[src/rtl/gpio_pkg.sv]
// gpio_pkg: shared widths, tristate encoding and arm-delay derivation for the GPIO pin stage
package gpio_pkg;
  localparam int GPIO_WIDTH = 16;
  localparam logic TRI_INPUT = 1'b1;
  localparam logic TRI_OUTPUT = 1'b0;
  // the first change after reset is an artefact of the zeroed synchroniser, so wait one cycle past it
  function automatic int arm_cycles(input int sync_stages);
    return sync_stages + 1;
  endfunction
  localparam int ARM_CYCLES = arm_cycles(2);
endpackage

[src/rtl/gpio_pin_ctrl_if.sv]
// gpio_pin_ctrl_if: register-file side of the GPIO pin stage
interface gpio_pin_ctrl_if import gpio_pkg::*; #(parameter int WIDTH = GPIO_WIDTH);
  logic [WIDTH-1:0] rf_gpio_datareg;
  logic [WIDTH-1:0] rf_gpio_tristate;
  logic [WIDTH-1:0] rf_gpio_interrupt_mask;
  logic             int_clr_valid;
  logic [WIDTH-1:0] int_clr;
  logic [WIDTH-1:0] ro_gpio_pinstate;
  logic [WIDTH-1:0] int_pending;
  logic             irq;
  modport master (
    output rf_gpio_datareg, rf_gpio_tristate, rf_gpio_interrupt_mask, int_clr_valid, int_clr,
    input  ro_gpio_pinstate, int_pending, irq
  );
  modport slave (
    input  rf_gpio_datareg, rf_gpio_tristate, rf_gpio_interrupt_mask, int_clr_valid, int_clr,
    output ro_gpio_pinstate, int_pending, irq
  );
endinterface

[src/rtl/gpio_sync.sv]
// gpio_sync: WIDTH-bit multi-flop synchroniser for asynchronous pad inputs
module gpio_sync #(
  parameter int WIDTH       = 16,
  parameter int SYNC_STAGES = 2
) (
  input  logic             clk,
  input  logic             reset,
  input  logic [WIDTH-1:0] d_i,
  output logic [WIDTH-1:0] q_o
);
  logic [SYNC_STAGES-1:0][WIDTH-1:0] sync_q;
  always_ff @(posedge clk or negedge reset)
    if (!reset) sync_q <= '0;
    else sync_q <= {sync_q[SYNC_STAGES-2:0], d_i};
  assign q_o = sync_q[SYNC_STAGES-1];
endmodule

[src/rtl/gpio_pin_ctrl.sv]
// gpio_pin_ctrl: pad drive, input sync, change detect, per-pin pending flags and registered irq
module gpio_pin_ctrl import gpio_pkg::*; #(
  parameter int WIDTH       = GPIO_WIDTH,
  parameter int SYNC_STAGES = 2
) (
  input  logic             clk,
  input  logic             reset,
  gpio_pin_ctrl_if.slave   rf,
  input  logic [WIDTH-1:0] pad_in,
  output logic [WIDTH-1:0] pad_out,
  output logic [WIDTH-1:0] pad_oe
);
  localparam int ARM = arm_cycles(SYNC_STAGES);
  logic [2:0]       arm_cnt_q, arm_cnt_d;
  logic             armed_q, armed_d;
  logic [WIDTH-1:0] pinstate, prev_q, pend_q, pend_d, chg, set;
  logic             irq_q, irq_d;
  gpio_sync #(.WIDTH(WIDTH), .SYNC_STAGES(SYNC_STAGES)) u_sync (
    .clk   (clk),
    .reset (reset),
    .d_i   (pad_in),
    .q_o   (pinstate)
  );
  assign pad_out = rf.rf_gpio_datareg;
  assign pad_oe  = rf.rf_gpio_tristate ^ {WIDTH{TRI_INPUT}};
  always_comb begin
    arm_cnt_d = armed_q ? arm_cnt_q : arm_cnt_q + 3'd1;
    armed_d   = armed_q | (arm_cnt_q == 3'(ARM - 1));
    chg       = pinstate ^ prev_q;
    set       = {WIDTH{armed_q}} & chg & rf.rf_gpio_interrupt_mask & ~pad_oe;
    pend_d    = set | (pend_q & ~({WIDTH{rf.int_clr_valid}} & rf.int_clr));
    irq_d     = |(pend_q & rf.rf_gpio_interrupt_mask);
  end
  always_ff @(posedge clk or negedge reset)
    if (!reset) begin
      arm_cnt_q <= '0;
      armed_q   <= 1'b0;
      prev_q    <= '0;
      pend_q    <= '0;
      irq_q     <= 1'b0;
    end else begin
      arm_cnt_q <= arm_cnt_d;
      armed_q   <= armed_d;
      prev_q    <= pinstate;
      pend_q    <= pend_d;
      irq_q     <= irq_d;
    end
  assign rf.ro_gpio_pinstate = pinstate;
  assign rf.int_pending      = pend_q;
  assign rf.irq              = irq_q;
endmodule

[src/flat_wrapper.sv]
// flat-port wrapper written by rule: the top's interface ports become plain ports
module gpio_pin_ctrl_flat import gpio_pkg::*;
#(
  parameter int WIDTH       = GPIO_WIDTH,
  parameter int SYNC_STAGES = 2
)
  (clk, reset, pad_in, pad_out, pad_oe, rf_rf_gpio_datareg, rf_rf_gpio_tristate, rf_rf_gpio_interrupt_mask, rf_int_clr_valid, rf_int_clr, rf_ro_gpio_pinstate, rf_int_pending, rf_irq);
  gpio_pin_ctrl_if #(.WIDTH(WIDTH)) rf_i ();
  input  logic clk;
  input  logic reset;
  input  logic [WIDTH-1:0] pad_in;
  output logic [WIDTH-1:0] pad_out;
  output logic [WIDTH-1:0] pad_oe;
  input wire logic [$bits(rf_i.rf_gpio_datareg)-1:0] rf_rf_gpio_datareg;
  input wire logic [$bits(rf_i.rf_gpio_tristate)-1:0] rf_rf_gpio_tristate;
  input wire logic [$bits(rf_i.rf_gpio_interrupt_mask)-1:0] rf_rf_gpio_interrupt_mask;
  input wire logic [$bits(rf_i.int_clr_valid)-1:0] rf_int_clr_valid;
  input wire logic [$bits(rf_i.int_clr)-1:0] rf_int_clr;
  output wire logic [$bits(rf_i.ro_gpio_pinstate)-1:0] rf_ro_gpio_pinstate;
  output wire logic [$bits(rf_i.int_pending)-1:0] rf_int_pending;
  output wire logic [$bits(rf_i.irq)-1:0] rf_irq;
  assign rf_i.rf_gpio_datareg = rf_rf_gpio_datareg;
  assign rf_i.rf_gpio_tristate = rf_rf_gpio_tristate;
  assign rf_i.rf_gpio_interrupt_mask = rf_rf_gpio_interrupt_mask;
  assign rf_i.int_clr_valid = rf_int_clr_valid;
  assign rf_i.int_clr = rf_int_clr;
  assign rf_ro_gpio_pinstate = rf_i.ro_gpio_pinstate;
  assign rf_int_pending = rf_i.int_pending;
  assign rf_irq = rf_i.irq;
  gpio_pin_ctrl #(.WIDTH(WIDTH), .SYNC_STAGES(SYNC_STAGES)) u_core (.clk(clk), .reset(reset), .rf(rf_i), .pad_in(pad_in), .pad_out(pad_out), .pad_oe(pad_oe));
endmodule
[config.mk]
export PLATFORM = sky130hd
export DESIGN_NAME = gpio_pin_ctrl_flat
export DESIGN_NICKNAME = d
export VERILOG_FILES = /design/src/rtl/gpio_pkg.sv /design/src/rtl/gpio_pin_ctrl_if.sv /design/src/rtl/gpio_sync.sv /design/src/rtl/gpio_pin_ctrl.sv /design/src/flat_wrapper.sv
export SDC_FILE = /design/constraint.sdc
export NUM_CORES = 1
export LEC_CHECK = 0
export ABC_AREA = 1
export CORE_ASPECT_RATIO = 0.9
export CORE_MARGIN = 2
export CORE_UTILIZATION = 27
export DETAILED_ROUTE_END_ITERATION = 10
export MAX_ROUTING_LAYER = met4
export PLACE_DENSITY = 0.64
export REMOVE_ABC_BUFFERS = 1
export SYNTH_ARGS = -nofsm -noshare
export SYNTH_HDL_FRONTEND = slang
export SYNTH_SLANG_ARGS = --single-unit
export TNS_END_PERCENT = 30
[constraint.sdc]
create_clock -name clk -period 2.2 [get_ports clk]
set_input_delay 0.44 -clock clk [delete_from_list [all_inputs] [get_ports clk]]
set_output_delay 0.44 -clock clk [all_outputs]
set_load 0.02 [all_outputs]
**Yosys cells after proc, flatten, opt, wreduce, memory -nomap -nowiden**

Index checks and enable logic that the tools add are counted.

- Bits in registers: 69
- Input bits: 83
- Output and inout port bits: 65
- Logic and storage cells: 22

- Add/subtract/negate cells: 1
- Equal/unequal tests: 1
- Bitwise operators: 12
- Reduce and logical (&&, ||, !) cells: 1

Operators by type and width:

| cell | number |
|---|---|
| AND 16 bit | 6 |
| NOT 16 bit | 3 |
| bitwise OR 16 bit | 1 |
| OR reduction 16 bit | 1 |
| XOR 16 bit | 1 |
| adder 3 x 1 -> 3 bit (second input constant) | 1 |
| equality test 3 x 2 -> 1 bit (second input constant) | 1 |
| bitwise OR 1 bit | 1 |

**Depth between registers and ports, before layout**

- Word-level depth: 5
- Gate-level depth with buffers: 6
- Depth with buffers taken out: 6

**Modules after synthesis**

A second synthesis with hierarchy kept.

- Cells, all modules: 248
- Area, all modules: 2687.6 sq um

Modules (own cells, without submodules):

| module | times used | cells each | area each (sq um) | sequential area each (sq um) |
|---|---|---|---|---|
| gpio_pin_ctrl | 1 | 200 | 1766.7 | 925.9 |
| gpio_sync | 1 | 48 | 920.9 | 800.8 |

**Least setup slack after synthesis**

Ideal clock, no wire load.

- Path kind: input to output
- From: in rf_rf_gpio_datareg[0]
- To: out pad_out[0]
- Arrival: 574 ps
- Path slack: 1186 ps
- Stages on the path: 1
- Path buffers: 1
- Cells stage by stage: buf_4

RTL lines:

| item | RTL line | source |
|---|---|---|
| start, declared | flat_wrapper.sv:14 | `input wire logic [$bits(rf_i.rf_gpio_datareg)-1:0] rf_rf_gpio_datareg;` |
| end, declared | flat_wrapper.sv:12 | `output logic [WIDTH-1:0] pad_out;` |

No word-level cell between the ends.

**Worst setup path in the final report**

- From: in rf_rf_gpio_tristate[7]
- To: out pad_oe[7]

- Cells in the longest elaborated chain, start to end: 1

Ends and longest elaborated chain:

| item | RTL line | source |
|---|---|---|
| start, declared | flat_wrapper.sv:15 | `input wire logic [$bits(rf_i.rf_gpio_tristate)-1:0] rf_rf_gpio_tristate;` |
| NOT 16 bit (no line) | - |  |
| end, declared | flat_wrapper.sv:13 | `output logic [WIDTH-1:0] pad_oe;` |

No other way between the ends.

==> impl_metrics.toml <==
[power]
p_leak_nw = 1.77
intPower_w = 0.00219
p_per_area_mw_per_mm2 = 755
p_comb_share_pct = 18.3
clockPowerShare_pct = 34.2
p_seq_share_pct = 47.4
peakVddDrop_mv = 0.415
p_switching_w = 0.000800
switching_share_pct = 26.8

[logic_synthesis]
synthesis.area_sq_mm = 0.00269
ys_async_sr_fraction_pct = 100
yosysMostFrequentCell = "dfrtp_1"
yosys_warnings = 0
synth_edf_count = 0
synth_xor_area_share_pct = 5.87
postSynthAreaPerCell_sq_um = 10.8
synth_mux_area_share_pct = 0
synth_area_leaders = "dfrtp_1 64%, buf_4 9.5%, nand2_1 8.4%"
synth_commonest_cells = "69 x dfrtp_1, 60 x nand2_1, 34 x buf_4"
netlist.area_leader.share_pct = 64.2
synth_top_area_cell = "dfrtp_1"
synth-simple-area-share_pct = 11.9
ys.flop_type = "dfrtp_1"
synth_top_family_by_area = "buffers and inverters"
synth_compound_area_share_pct = 3.35
yosysUniqueCellTypes = 15
ys_seq_elements = 69
synthAdderAreaFrac_pct = 0.931
netlist_instances = 248
synth.yosys.seq_area_share_pct = 64.2

[detailed_routing]
drtPass1Iterations = 4
drcViolationCount = 0
wl_per_cell_microns = 13.6
wl_met3_microns = 665
wl_microns = 6400
drt_first_iter_violations = 54
met2_wirelength_microns = 3000
via_per_inst = 4.08
drt.antenna.violating_nets = 0
top_layer = "met4"
dr_total_vias = 1928
met1_length_microns = 2640

[layout]
num-nets-final = 426
diodes = 0
multi_input_comb_area_sq_um = 592
post-route-cell-area_sq_mm = 0.00396
finalNonFillerCells = 472
fillers = 938
drive_gt1_share_pct = 5.78
seqCellArea_sq_mm = 0.00173
area_delta_synth_final_pct = 47.2

[placement]
placement.io_buffers = 115
place_congestion = 0.712
place_area_sq_mm = 0.00376
placed_cells = 456
pre_cts_ws_ns = 0.204
dp_hpwl_microns = 4760

[worst_setup_path]
path_max_fanout = 2
critical_path_arrival_ns = 1.54
crit_top_cell = "clkdlybuf4s50_1"
crit_path_start_kind = "primary input"
cp-end-kind = "output port"
crit_chain = "clkdlybuf4s50_1 > inv_1 > clkdlybuf4s50_1"
critPathSlowestCell = "clkdlybuf4s50_1"
critPathRequiredTime_ns = 1.76
path_delay_family = "buffers and inverters"
critical_path_class = "primary input to output port"
max_stage_delay_ns = 0.61
crit_buf_inv = 3

[hold_path]
hold_path.class = "primary input to asynchronous set/reset pin"

[grt]
grt_start_max_net_pins = 42
grt_pass1_wl_microns = 9770
antenna_found_initial = 0
track_usage_pct = 12.5
overflow = 0
grt_pass1_vias = 2046

[sta]
timing.final.ws_setup_ns = 0.216
skew_ns = 0.00564
period_needed_ns = 1.98
rsz0062_at_grt = "no"
finalSetupViolations = 0
tns_ns = 0
finalHoldWorstSlack_ns = 0.0174
relSlewSlack_pct = 62.1
hold_viol = 0
finalCritPeriodShare_pct = 90.2
slew_viol_final = 0
fmax_ghz = 0.504
tightest_slew_ns = 0.568

[clock_network]
cts_max_level = 3
clkSinkCount = 69
holdBufCountCts = 0
clock_latency_ns = 0.34
cts_buffers = 9
cts_resized = 0
cts_tree = "done"
cts_buffer_depth = 2
clk_pin_slew_ns = 0.08
root_buffer = "clkbuf_8"
post_cts_buffers = 0

[floorplan]
core_area_sq_mm = 0.00966
pin_count = 148
dieHeight_microns = 98.7
start_util_pct = 27.8
rows = 34
die_x_microns = 109
fp.dieArea_sq_mm = 0.0108

[flow_run]
cap_violations = 0

[outcome]
status = "complete, no violations"
logic make-up (layout without fill, tap and decap cells):
family                     Yosys count  count (layout)
adders and majority gates            2               2
AOI/OAI and AO/OA                   18              18
buffers and inverters               62             160
DFF                                 69              69
xor gates and xnor gates            18              18
and+or+nand+nor                     79              79
state kept, by name, indices dropped and copies added (netlist names):
| register | cells |
|---|---|
| u_core.armed_q | 1 |
| u_core.u_sync.q_o | 16 |
| u_core.arm_cnt_q | 3 |
| u_core.prev_q | 16 |
| u_core.u_sync.sync_q | 16 |
| u_core.rf.irq | 1 |
| u_core.rf.int_pending | 16 |
worst paths after layout:
check / start / endpoint / slack [ns] / depth (start not counted)
setup / recovery: rf_rf_gpio_tristate[7] / pad_oe[7] / 0.22 / 3
hold / removal: reset / u_core.u_sync.sync_q[0] / 0.02 / 1
setup reg to reg: u_core.armed_q / u_core.rf.int_pending[3] / 0.87 / 3
hold reg to reg: u_core.u_sync.sync_q[2] / u_core.u_sync.q_o[2] / 0.35 / 0
max in group asynchronous: reset / u_core.prev_q[15] / 1.62 / 2
min in group clk: u_core.u_sync.sync_q[2] / u_core.u_sync.q_o[2] / 0.35 / 0
power by group through the flow:
stage / registers, W / logic, W / clock network [W]
after floorplan: 0.00151 / 0.000128 / 0
after global placement: 0.00144 / 0.000549 / 0
after detailed placement: 0.00144 / 0.000555 / 0
after CTS: 0.00142 / 0.000557 / 0.00108
after global routing: 0.00143 / 0.000597 / 0.00112
final: 0.00142 / 0.000547 / 0.00102
per-layer routing:
layer	GRT usage (%)	vias up
met3	6.02	12
met5	-	-
met4	4.04	0
met1	14.5	890
met2	18.9	109
li1	-	917
placed cells by master (no fill, tap or decap), drive strengths merged, types with 4 or more instances in the layout:
cell	netlist	layout
dfrtp	69	69
xnor2	17	17
nand2	60	60
o21ai	18	18
inv	26	28
clkdlybuf4s50	0	114
clkbuf	0	10
nand3	16	16
buf	36	4
metrics by stage:
stage / power, W / utilization, %
after floorplan: 0.00164 / -
after global placement: 0.00199 / 38.9
after detailed placement: 0.00200 / 38.9
after CTS: 0.00305 / 41.0
after global routing: 0.00315 / 41.0
final: 0.00299 / 41.0
cell type report:
| type | count | share of cell area [%] |
|---|---|---|
| clock buffer | 10 | 3.23 |
| multi-input combinational | 117 | 15.0 |
| timing repair buffer | 118 | 29.9 |
| sequential | 69 | 43.6 |
| clock inverter | 6 | 1.80 |
| inverter | 26 | 2.47 |
| tap | 126 | 3.98 |
worst register-to-register path, cell delays in order, from the launching register on:
cell	delay, ns
dfrtp_1	0.71
buf_4	0.28
nand3_1	0.09
o21ai_0	0.17
(Power assumes the default switching activity.)
